**src/rtl/master_port_stage.sv**
```systemverilog
// Output stage for one crossbar master port. It locks onto the granted slave for a
// whole packet and buffers that slave's beats in a 2-entry FIFO that drives the port.
module master_port_stage #(
  parameter int T_DATA_WIDTH = 8,
  parameter int S_DATA_COUNT = 2,
  parameter int M_DATA_COUNT = 3,
  parameter int T_ID___WIDTH = $clog2(S_DATA_COUNT),
  parameter int T_DEST_WIDTH = $clog2(M_DATA_COUNT),
  parameter int MASTER_IDX   = 0
) (
  input  logic                    clk_i,
  input  logic                    rst_i,
  input  logic [T_DATA_WIDTH-1:0] s_data_i  [S_DATA_COUNT],
  input  logic [T_DEST_WIDTH-1:0] s_dest_i  [S_DATA_COUNT],
  input  logic [S_DATA_COUNT-1:0] s_last_i,
  input  logic [S_DATA_COUNT-1:0] s_valid_i,
  output logic [S_DATA_COUNT-1:0] s_ready_o,
  input  logic [T_ID___WIDTH-1:0] grant_i,
  output logic [T_DATA_WIDTH-1:0] m_data_o,
  output logic                    m_last_o,
  output logic [T_ID___WIDTH-1:0] m_id_o,
  output logic                    m_valid_o,
  input  logic                    m_ready_i,
  output logic                    busy_o
);

  localparam logic ST_IDLE = 1'b0;
  localparam logic ST_BUSY = 1'b1;
  localparam logic [T_DEST_WIDTH-1:0] MY_DEST = T_DEST_WIDTH'(MASTER_IDX);

  logic                    state_q, state_d;
  logic [T_ID___WIDTH-1:0] lock_q, lock_d;
  logic [1:0]              count_q, count_d;
  logic [T_DATA_WIDTH-1:0] data_q [2];
  logic [T_DATA_WIDTH-1:0] data_d [2];
  logic [1:0]              last_q, last_d;
  logic [T_ID___WIDTH-1:0] id_q [2];
  logic [T_ID___WIDTH-1:0] id_d [2];

  logic req;
  logic accept;
  logic pop;

  assign req = s_valid_i[grant_i] && (s_dest_i[grant_i] == MY_DEST);

  // Ready depends only on registered state, so a pop at count 2 frees space one cycle later.
  always_comb begin
    // NOTE: every signal driven here gets a default first so no latch is inferred.
    s_ready_o = '0;
    if (state_q == ST_BUSY && count_q != 2'd2) s_ready_o[lock_q] = 1'b1;
  end

  assign accept = s_valid_i[lock_q] & s_ready_o[lock_q];
  assign pop    = m_valid_o & m_ready_i;

  always_comb begin
    state_d = state_q;
    lock_d  = lock_q;
    case (state_q)
      ST_IDLE: begin
        if (req) begin
          state_d = ST_BUSY;
          lock_d  = grant_i;
        end
      end
      default: begin
        if (accept && s_last_i[lock_q]) state_d = ST_IDLE;
      end
    endcase
  end

  // Slot 0 is always the head; a pop shifts slot 1 down before any push lands.
  always_comb begin
    data_d  = data_q;
    last_d  = last_q;
    id_d    = id_q;
    count_d = count_q + {1'b0, accept} - {1'b0, pop};
    if (pop) begin
      data_d[0] = data_q[1];
      last_d[0] = last_q[1];
      id_d[0]   = id_q[1];
    end
    if (accept) begin
      if (count_q == 2'd0 || pop) begin
        data_d[0] = s_data_i[lock_q];
        last_d[0] = s_last_i[lock_q];
        id_d[0]   = lock_q;
      end else begin
        data_d[1] = s_data_i[lock_q];
        last_d[1] = s_last_i[lock_q];
        id_d[1]   = lock_q;
      end
    end
  end

  always_ff @(posedge clk_i) begin
    if (rst_i) begin
      // NOTE: buffer storage is reset too, because the head entry drives the port directly.
      state_q <= ST_IDLE;
      lock_q  <= '0;
      count_q <= 2'd0;
      data_q  <= '{default: '0};
      last_q  <= '0;
      id_q    <= '{default: '0};
    end else begin
      // NOTE: non-blocking assignments so all registers update from the same pre-edge values.
      state_q <= state_d;
      lock_q  <= lock_d;
      count_q <= count_d;
      data_q  <= data_d;
      last_q  <= last_d;
      id_q    <= id_d;
    end
  end

  assign m_data_o  = data_q[0];
  assign m_last_o  = last_q[0];
  assign m_id_o    = id_q[0];
  assign m_valid_o = (count_q != 2'd0);
  assign busy_o    = (state_q == ST_BUSY);

endmodule

```
**config.mk**
```make
export PLATFORM = sky130hd
export DESIGN_NAME = master_port_stage
export DESIGN_NICKNAME = d
export VERILOG_FILES = /design/src/rtl/master_port_stage.sv
export SDC_FILE = /design/constraint.sdc
export NUM_CORES = 1
export LEC_CHECK = 0
export ABC_AREA = 1
export CORE_MARGIN = 2
export CORE_UTILIZATION = 51
export CTS_CLUSTER_SIZE = 28
export DETAILED_ROUTE_END_ITERATION = 8
export GPL_TIMING_DRIVEN = 1
export PLACE_DENSITY = 0.82
export SLEW_MARGIN = 20
export SYNTH_ARGS = -nofsm -noshare
export SYNTH_HDL_FRONTEND = slang
export SYNTH_SLANG_ARGS = --single-unit
```
**constraint.sdc**
```tcl
create_clock -name clk_i -period 6.23 [get_ports clk_i]
set_clock_uncertainty 0.2 [all_clocks]
set_input_delay 1.5575 -clock clk_i [delete_from_list [all_inputs] [get_ports clk_i]]
set_output_delay 1.5575 -clock clk_i [all_outputs]
set_load 0.005 [all_outputs]
```
# == Word-level counts from Yosys, hierarchy flattened ==
# Index checks and enable logic that the tools add are counted.
# classes
n_addsub,2
n_mul,0
div,0
order_cmp,5
n_eq_ne,1
shift,0
muxes,31
bitwise_logic,6
n_reduce_logical,10
# op_table
operator,count
$mux W8,6
$mux W1,18
$mux W16,1
$mux W2,5
$ge A2 B2 Y1 const B,2
$logic_and A1 B1 Y1,4
$logic_not A2 Y1,2
$lt A1 B2 Y1 const B,2
$not A1 Y2,2
$reduce_and A2 Y1,2
$add A2 B1 Y2,1
$and A1 B1 Y1,2
$ne A2 B2 Y1 const B,1
$not A1 Y1,2
$reduce_bool A2 Y1,1
$sub A2 B1 Y2,1
$demux W1 S1,1
$ge A1 B1 Y1 const B,1
$logic_or A1 B1 Y1,1
# word_totals
ff_bits,24
latch_bits,0
mem_bits_rw,0
mem_bits_ro,0
inputBits,28
out_inout_bits,14
word_cells,64
n_memories,0

# == Longest topological paths before layout ==
# Gate-level depths: netlist of run 1.
# logic_depth
ltp_word,11
mapped_depth,10
mapped_depth_nobuf,10

# == Worst setup path after synthesis of run 1 ==
# OpenSTA, ideal clock, no wires.
# synth_path
kind,input -> register
from,input m_ready_i
to,register count_q[1]
setup_time_ps,121
arrival_ps,2809
required_ps,5909
slack_ps,3100
cell_stages,10
n_path_buf,2
cell_sequence,buf_2 -> o21ai_1 -> buf_4 -> inv_1 -> ha_1 -> inv_1 -> ha_1 -> xnor2_1 -> o21ai_0 -> a21oi_1
# synth_via
elab_chain_cells,2
# synth_rtl
item,line,text
from (decl),23,"input logic m_ready_i,"
$and A1 B1 Y1,54,assign pop = m_valid_o & m_ready_i;
$sub A2 B1 Y2,77,"count_d = count_q + {1'b0, accept} - {1'b0, pop};"
to (signal assigned),109,count_q <= count_d;
to (decl),33,"logic [1:0] count_q, count_d;"
# Every way passes these cells.
# A chain may end at the register's enable or synchronous reset.

# == Worst setup path after layout of run 1 ==
# Same ends and word-level chain as after synthesis.

==> results.yml, run 1 <==
worst_setup_path:
  r2r_start: "lock_q"
  rr_endpoint: "count_q[1]"
  cp_max_fo: 12
  path_cells: "clkdlybuf4s50_1 > o21ai_1 > inv_1 > ha_1 > inv_1 > ha_1 > xnor2_1 > o21ai_0 > a21oi_1"
  cp_slowest_cell: "clkdlybuf4s50_1"
  path_delay_family: "compound AO/OA/AOI/OAI gates"
  required_ns: 6.28
  startpoint_type: "primary input"
  cp-end-kind: "register"
  cp_slowest_stage_delay_ns: 0.62
  worst-r2r-cell-count: 9
  arrival_ns: 3.80
  r2r_slack_ns: 3.36
  worst-setup-path-type: "primary input to register"
  crit_buf_inv: 3
timing:
  fmax_mhz: 266
  period_share_pct: 60.3
  slew_viol_final: 0
  rsz0062_at_grt: "false"
  slew-limit-headroom_pct: 43.0
  final_hold_viol_count: 0
  finalCriticalPeriod_ns: 3.76
  finalSetupViolations: 0
  fin_tns_setup_ns: 0
  worstMarginPinSlew_ns: 0.850
yosys:
  synth_seq_cells: 24
  synth-simple-area-share_pct: 39.6
  synth_top_area_cell: "dfxtp_1"
  synth_compound_area_share_pct: 6.00
  async_flop_share_pct: 0
  netlist.area_leader.share_pct: 31.6
  seq_area_frac_synth_pct: 31.6
  synth_ff_type: "dfxtp_1"
  synth_common_cells: "nand2_1 (76), inv_1 (45), nor2_1 (29), dfxtp_1 (24), nand3_1 (14)"
  synth_mux_area_share_pct: 0
  synth.cell_area_um2: 1520
  yosysMostFrequentCell: "nand2_1"
  synthTopCellsByArea: "dfxtp_1 (32%), nand2_1 (19%), inv_1 (11%)"
  synth_edf_count: 0
  synthCells: 251
  synth_xor_area_share_pct: 0.575
  ys_warn_count: 0
  synth_fa_ha_area_share_pct: 1.64
  avgSynthCellArea_um2: 6.07
  syn_nets: 281
  ys_types: 22
  synth_top_family_by_area: "simple AND/OR/NAND/NOR gates"
clock_network:
  numCtsBuffers: 3
  cts_tree: "done"
  cts_buffer_depth: 2
  hold_buffers: 0
  cts_root_buffer: "clkbuf_4"
  post_cts_buffers: 0
  cts_htree_levels: 1
  clkTransAtPathRegs_ns: 0.12
  clk-insertion-delay-late_ns: 0.31
  cts_resized: 0
  clock-sinks: 24
min_path:
  hp-class: "register to register"
  whs_path_depth: 2
  min_from: "busy_o"
  min_to: "busy_o"
floorplanning:
  row_count: 19
  die_h_um: 58.6
  fp.dieW_um: 58.6
  initial_core_util_pct: 54.3
  core_um2: 2810
  die_area_um2: 3440
  ios: 42
final_layout:
  diodes: 0
  nNetsFinal: 307
  drive_above_1_share_pct: 4.00
  synthToLayoutAreaGrowth_pct: 22.6
  fill_cells: 292
  final_util_pct: 66.5
pwr:
  pwr-share-comb_pct: 37.2
  powerDensity_nw_per_um2: 208
  p_int_mw: 0.247
  seq_power_share_pct: 45.7
  ir_drop_mv: 0.119
  switchingPower_mw: 0.140
  swShare_pct: 36.2
  p_leak_nw: 0.908
  power.share.clock_pct: 17.0
grt:
  global_route.usage.total_pct: 20.8
  grt_pass1_vias: 1362
  antenna_found_initial: 0
  grt_overflow: 0
  grt_pass1_wl_um: 5510
  grt_max_degree: 24
routing:
  via_count: 1471
  drtIter0Drc: 53
  drc: 4
  first_pass_iters: 6
  ant_nets: 0
  post_drt_wl_per_cell_um: 10.7
  wl_um: 3270
  avgViaCountPerCell: 4.81
placed_design:
  dp_hpwl_um: 2390
  routabilityCongestion: 0.753
  io_buffers: 41
outcome:
  status: "finished, violations left"
  violations: "design-rule violations"
job:
  drv_cap: 0
[sequential cells by signal, indices dropped and copies added, names as in the netlist]
| name | cells |
|---|---|
| data_q | 8 |
| m_data_o | 8 |
| count_q | 2 |
| last_q | 2 |
| busy_o | 1 |
| id_q | 1 |
| lock_q | 1 |
| m_id_o | 1 |
[kinds of logic (layout without fill, tap and decap cells)]
group	after synthesis	after routing
XOR/XNOR	1	1
AO/OA/AOI/OAI	16	16
adder cells (fa/ha/maj)	2	2
AND/OR/NAND/NOR	139	139
buffers and inverters	69	93
flip-flops	24	24
[layer usage]
layer / vias up / GRT usage [%] / share of wire [%]
met2: 44 / 37.6 / 47
met5: - / 0 / 0
met1: 621 / 25.0 / 47
met4: 0 / 7.79 / 1.4
li1: 801 / - / -
met3: 5 / 2.64 / 5.0
[worst register-to-register path: stages (launching register included)]
cell and delay, ns:
dfxtp_1 0.82, nand2_1 0.10, nand2_1 0.37, nand2_1 0.32
ha_1 0.37, inv_1 0.04, ha_1 0.18, xnor2_1 0.18
o21ai_0 0.09, a21oi_1 0.15
[power groups by stage]
| stage | clock network (mW) | registers, mW | logic, mW |
|---|---|---|---|
| 2_1_floorplan | 0 | 0.177 | 0.104 |
| 3_3_place_gp | 0 | 0.180 | 0.140 |
| 3_5_place_dp | 0 | 0.181 | 0.144 |
| 4_1_cts | 0.0686 | 0.177 | 0.144 |
| 5_1_grt | 0.0741 | 0.179 | 0.159 |
| 6_report | 0.0661 | 0.177 | 0.144 |
[layout make-up]
cell class / count / area (um^2) / area share [%]
Multi-Input combinational cell: 158 / 728 / 39.0
Sequential cell: 24 / 480 / 25.7
Timing Repair Buffer: 41 / 410 / 22.0
Inverter: 49 / 186 / 9.99
Tap cell: 31 / 38.8 / 2.08
Clock buffer: 3 / 22.5 / 1.21
[layout by cell type, fill, tap and decap left out, types with 8 or more instances in the layout]
master / synthesis / layout
nor2_1: 29 / 29
nand2_1: 76 / 76
nand4_1: 9 / 9
inv_1: 45 / 45
nand3_1: 14 / 14
dfxtp_1: 24 / 24
o21ai_0: 10 / 10
clkdlybuf4s50_1: 0 / 41
nor3b_1: 8 / 8
[stage by stage]
stage               hold slack, ns  power [mW]  instances  cell area [um^2]  setup WS, ns
finish                       0.294       0.388        306              1870          2.47
global route                 0.341       0.412        306              1870          2.24
CTS                          0.297       0.390        306              1870          2.49
detailed placement           0.278       0.324        303              1840          2.16
global placement             0.273       0.320        303              1840          2.21
floorplan                    0.262       0.281        251              1520          3.10
[worst max path at each step]
stage | slack [ns] | depth (start not counted) | from | to
after floorplan | 3.10 | 10 | m_ready_i | count_q[1]
after global placement | 2.21 | 9 | m_ready_i | count_q[1]
after detailed placement | 2.16 | 9 | m_ready_i | count_q[1]
after CTS | 2.49 | 9 | m_ready_i | count_q[1]
after global routing | 2.24 | 10 | s_valid_i[1] | count_q[1]
final | 2.47 | 9 | m_ready_i | count_q[1]
Note: power is estimated with default switching activity, not from simulation.
==> inputs of run 2 (changes only) <==
--- a/config.mk
+++ b/config.mk
@@ -7,11 +7,11 @@
 export LEC_CHECK = 0
 export ABC_AREA = 1
 export CORE_MARGIN = 2
-export CORE_UTILIZATION = 51
+export CORE_UTILIZATION = 43
 export CTS_CLUSTER_SIZE = 28
 export DETAILED_ROUTE_END_ITERATION = 8
 export GPL_TIMING_DRIVEN = 1
-export PLACE_DENSITY = 0.82
+export PLACE_DENSITY = 0.74
 export SLEW_MARGIN = 20
 export SYNTH_ARGS = -nofsm -noshare
 export SYNTH_HDL_FRONTEND = slang
==> constraint.sdc (replaced) <==
create_clock -name clk_i -period 3.13 [get_ports clk_i]
set_clock_uncertainty 0.2 [all_clocks]
set_input_delay 0.7825 -clock clk_i [delete_from_list [all_inputs] [get_ports clk_i]]
set_output_delay 0.7825 -clock clk_i [all_outputs]
set_load 0.005 [all_outputs]
==> results.yml, run 2 (synthesis results as in run 1) <==
worst_setup_path:
  cp-end-kind: "output pin"
  r2r_start: "lock_q"
  r2r_slack_ns: 0.97
  cp_max_fo: 4
  startpoint_type: "register"
  cpMostUsedCell: "inv_1"
  cp_slowest_cell: "clkdlybuf4s50_1"
  path_cells: "inv_1 > a21oi_4 > inv_1 > nor2_1 > clkdlybuf4s50_1"
  rr_endpoint: "count_q[1]"
  required_ns: 2.15
  cp_slowest_stage_delay_ns: 0.51
  worst-r2r-cell-count: 10
  worst-setup-path-type: "register to output pin"
  arrival_ns: 1.61
pwr:
  powerDensity_nw_per_um2: 424
  ir_drop_mv: 0.239
  p_leak_nw: 0.944
routing:
  post_drt_wl_per_cell_um: 10.7
  ant_nets: 0
  dr_wl_met3_um: 215
  first_pass_iters: 4
  drc: 0
  top_layer: "met4"
  avgViaCountPerCell: 4.53
  drtIter0Drc: 48
  via_count: 1487
  m1WireLength_um: 1630
  met2_length_um: 1620
  wl_um: 3500
clock_network:
  cts_tree: "done"
  numCtsBuffers: 3
  hold_buffers: 0
  cts_htree_levels: 1
  cts_root_buffer: "clkbuf_4"
  cts_buffer_depth: 2
  clk-insertion-delay-late_ns: 0.33
  post_cts_buffers: 0
  cts_resized: 0
  clock-sinks: 24
  clkTransAtPathRegs_ns: 0.13
grt:
  global_route.usage.total_pct: 18.5
  grt_pass1_vias: 1374
  grt_max_degree: 22
  grt_overflow: 0
  grt_pass1_wl_um: 5950
  antenna_found_initial: 0
final_layout:
  final_util_pct: 57.8
  final_cell_mix: "nand2_1 (76), inv_1 (45), clkdlybuf4s50_1 (41)"
  diodes: 0
  nNetsFinal: 313
  drive_above_1_share_pct: 6.38
  synthToLayoutAreaGrowth_pct: 27.7
  mostFrequentLayoutCell: "nand2_1"
  fill_cells: 377
timing:
  finalSetupViolations: 0
  fin_tns_setup_ns: 0
  fmax_mhz: 386
  slew_viol_final: 0
  worstMarginPinSlew_ns: 0.663
  period_share_pct: 82.7
  final_hold_viol_count: 0
  finalCriticalPeriod_ns: 2.59
  rsz0062_at_grt: "false"
  slew-limit-headroom_pct: 55.8
min_path:
  whs_path_depth: 2
  min_from: "busy_o"
  hp-class: "register to register"
  min_to: "busy_o"
floorplanning:
  die_area_um2: 4030
  row_count: 21
  fp.dieW_um: 63.5
  ios: 42
  core_um2: 3360
  initial_core_util_pct: 45.3
  die_h_um: 63.5
placed_design:
  io_buffers: 41
  dp_hpwl_um: 2410
  routabilityCongestion: 0.762
outcome:
  status: "finished clean"
job:
  drv_cap: 0
## run 2: cell count changes in the layout (fill, tap and decap cells not counted), sizes merged
cell	change
buf	+6
clkbuf	+1
## run 2: through the flow
stage / hold slack [ns] / cells / power, mW / setup WS [ns] / cell area (um^2)
floorplan: 0.262 / 251 / 0.560 / 0.775 / 1520
global placement: 0.273 / 324 / 0.656 / 0.538 / 1910
detailed placement: 0.277 / 324 / 0.663 / 0.436 / 1910
CTS: 0.301 / 328 / 0.832 / 0.525 / 1940
global route: 0.330 / 328 / 0.884 / 0.400 / 1940
finish: 0.299 / 328 / 0.825 / 0.540 / 1940
## run 2: layer usage
metal,global-route usage [%],vias up
met5,0,-
met4,7.34,0
met3,2.86,4
met2,31.7,52
met1,23.1,622
li1,-,809
## run 2: worst max-delay path by stage
stage / from / end / cells after the start
floorplan: m_ready_i / count_q[1] / 10
global placement: s_valid_i[1] / count_q[1] / 10
detailed placement: s_valid_i[1] / count_q[1] / 10
CTS: busy_o / s_ready_o[0] / 5
global route: busy_o / s_ready_o[0] / 5
finish: busy_o / s_ready_o[0] / 5
## run 2: area by class of cell
cell class	instances	area [um^2]	area share [%]
Sequential cell	24	480	24.7
Tap cell	46	57.6	2.96
Multi-Input combinational cell	158	728	37.5
Inverter	49	186	9.59
Clock buffer	4	36.3	1.87
Timing Repair Buffer	47	455	23.4
## run 2: critical path, delay by kind of cell (launching register included)
kind                   cells  cell delay (ns)
flip-flops                 1             0.38
AO/OA/AOI/OAI              1             0.14
buffers and inverters      3             0.69
AND/OR/NAND/NOR            1             0.08
## run 2: power breakdown
part	switching [mW]	leakage (nW)	internal, mW
sequential	0.0196	0.194	0.329
clock	0.0990	0.0210	0.0713
combinational	0.176	0.729	0.130
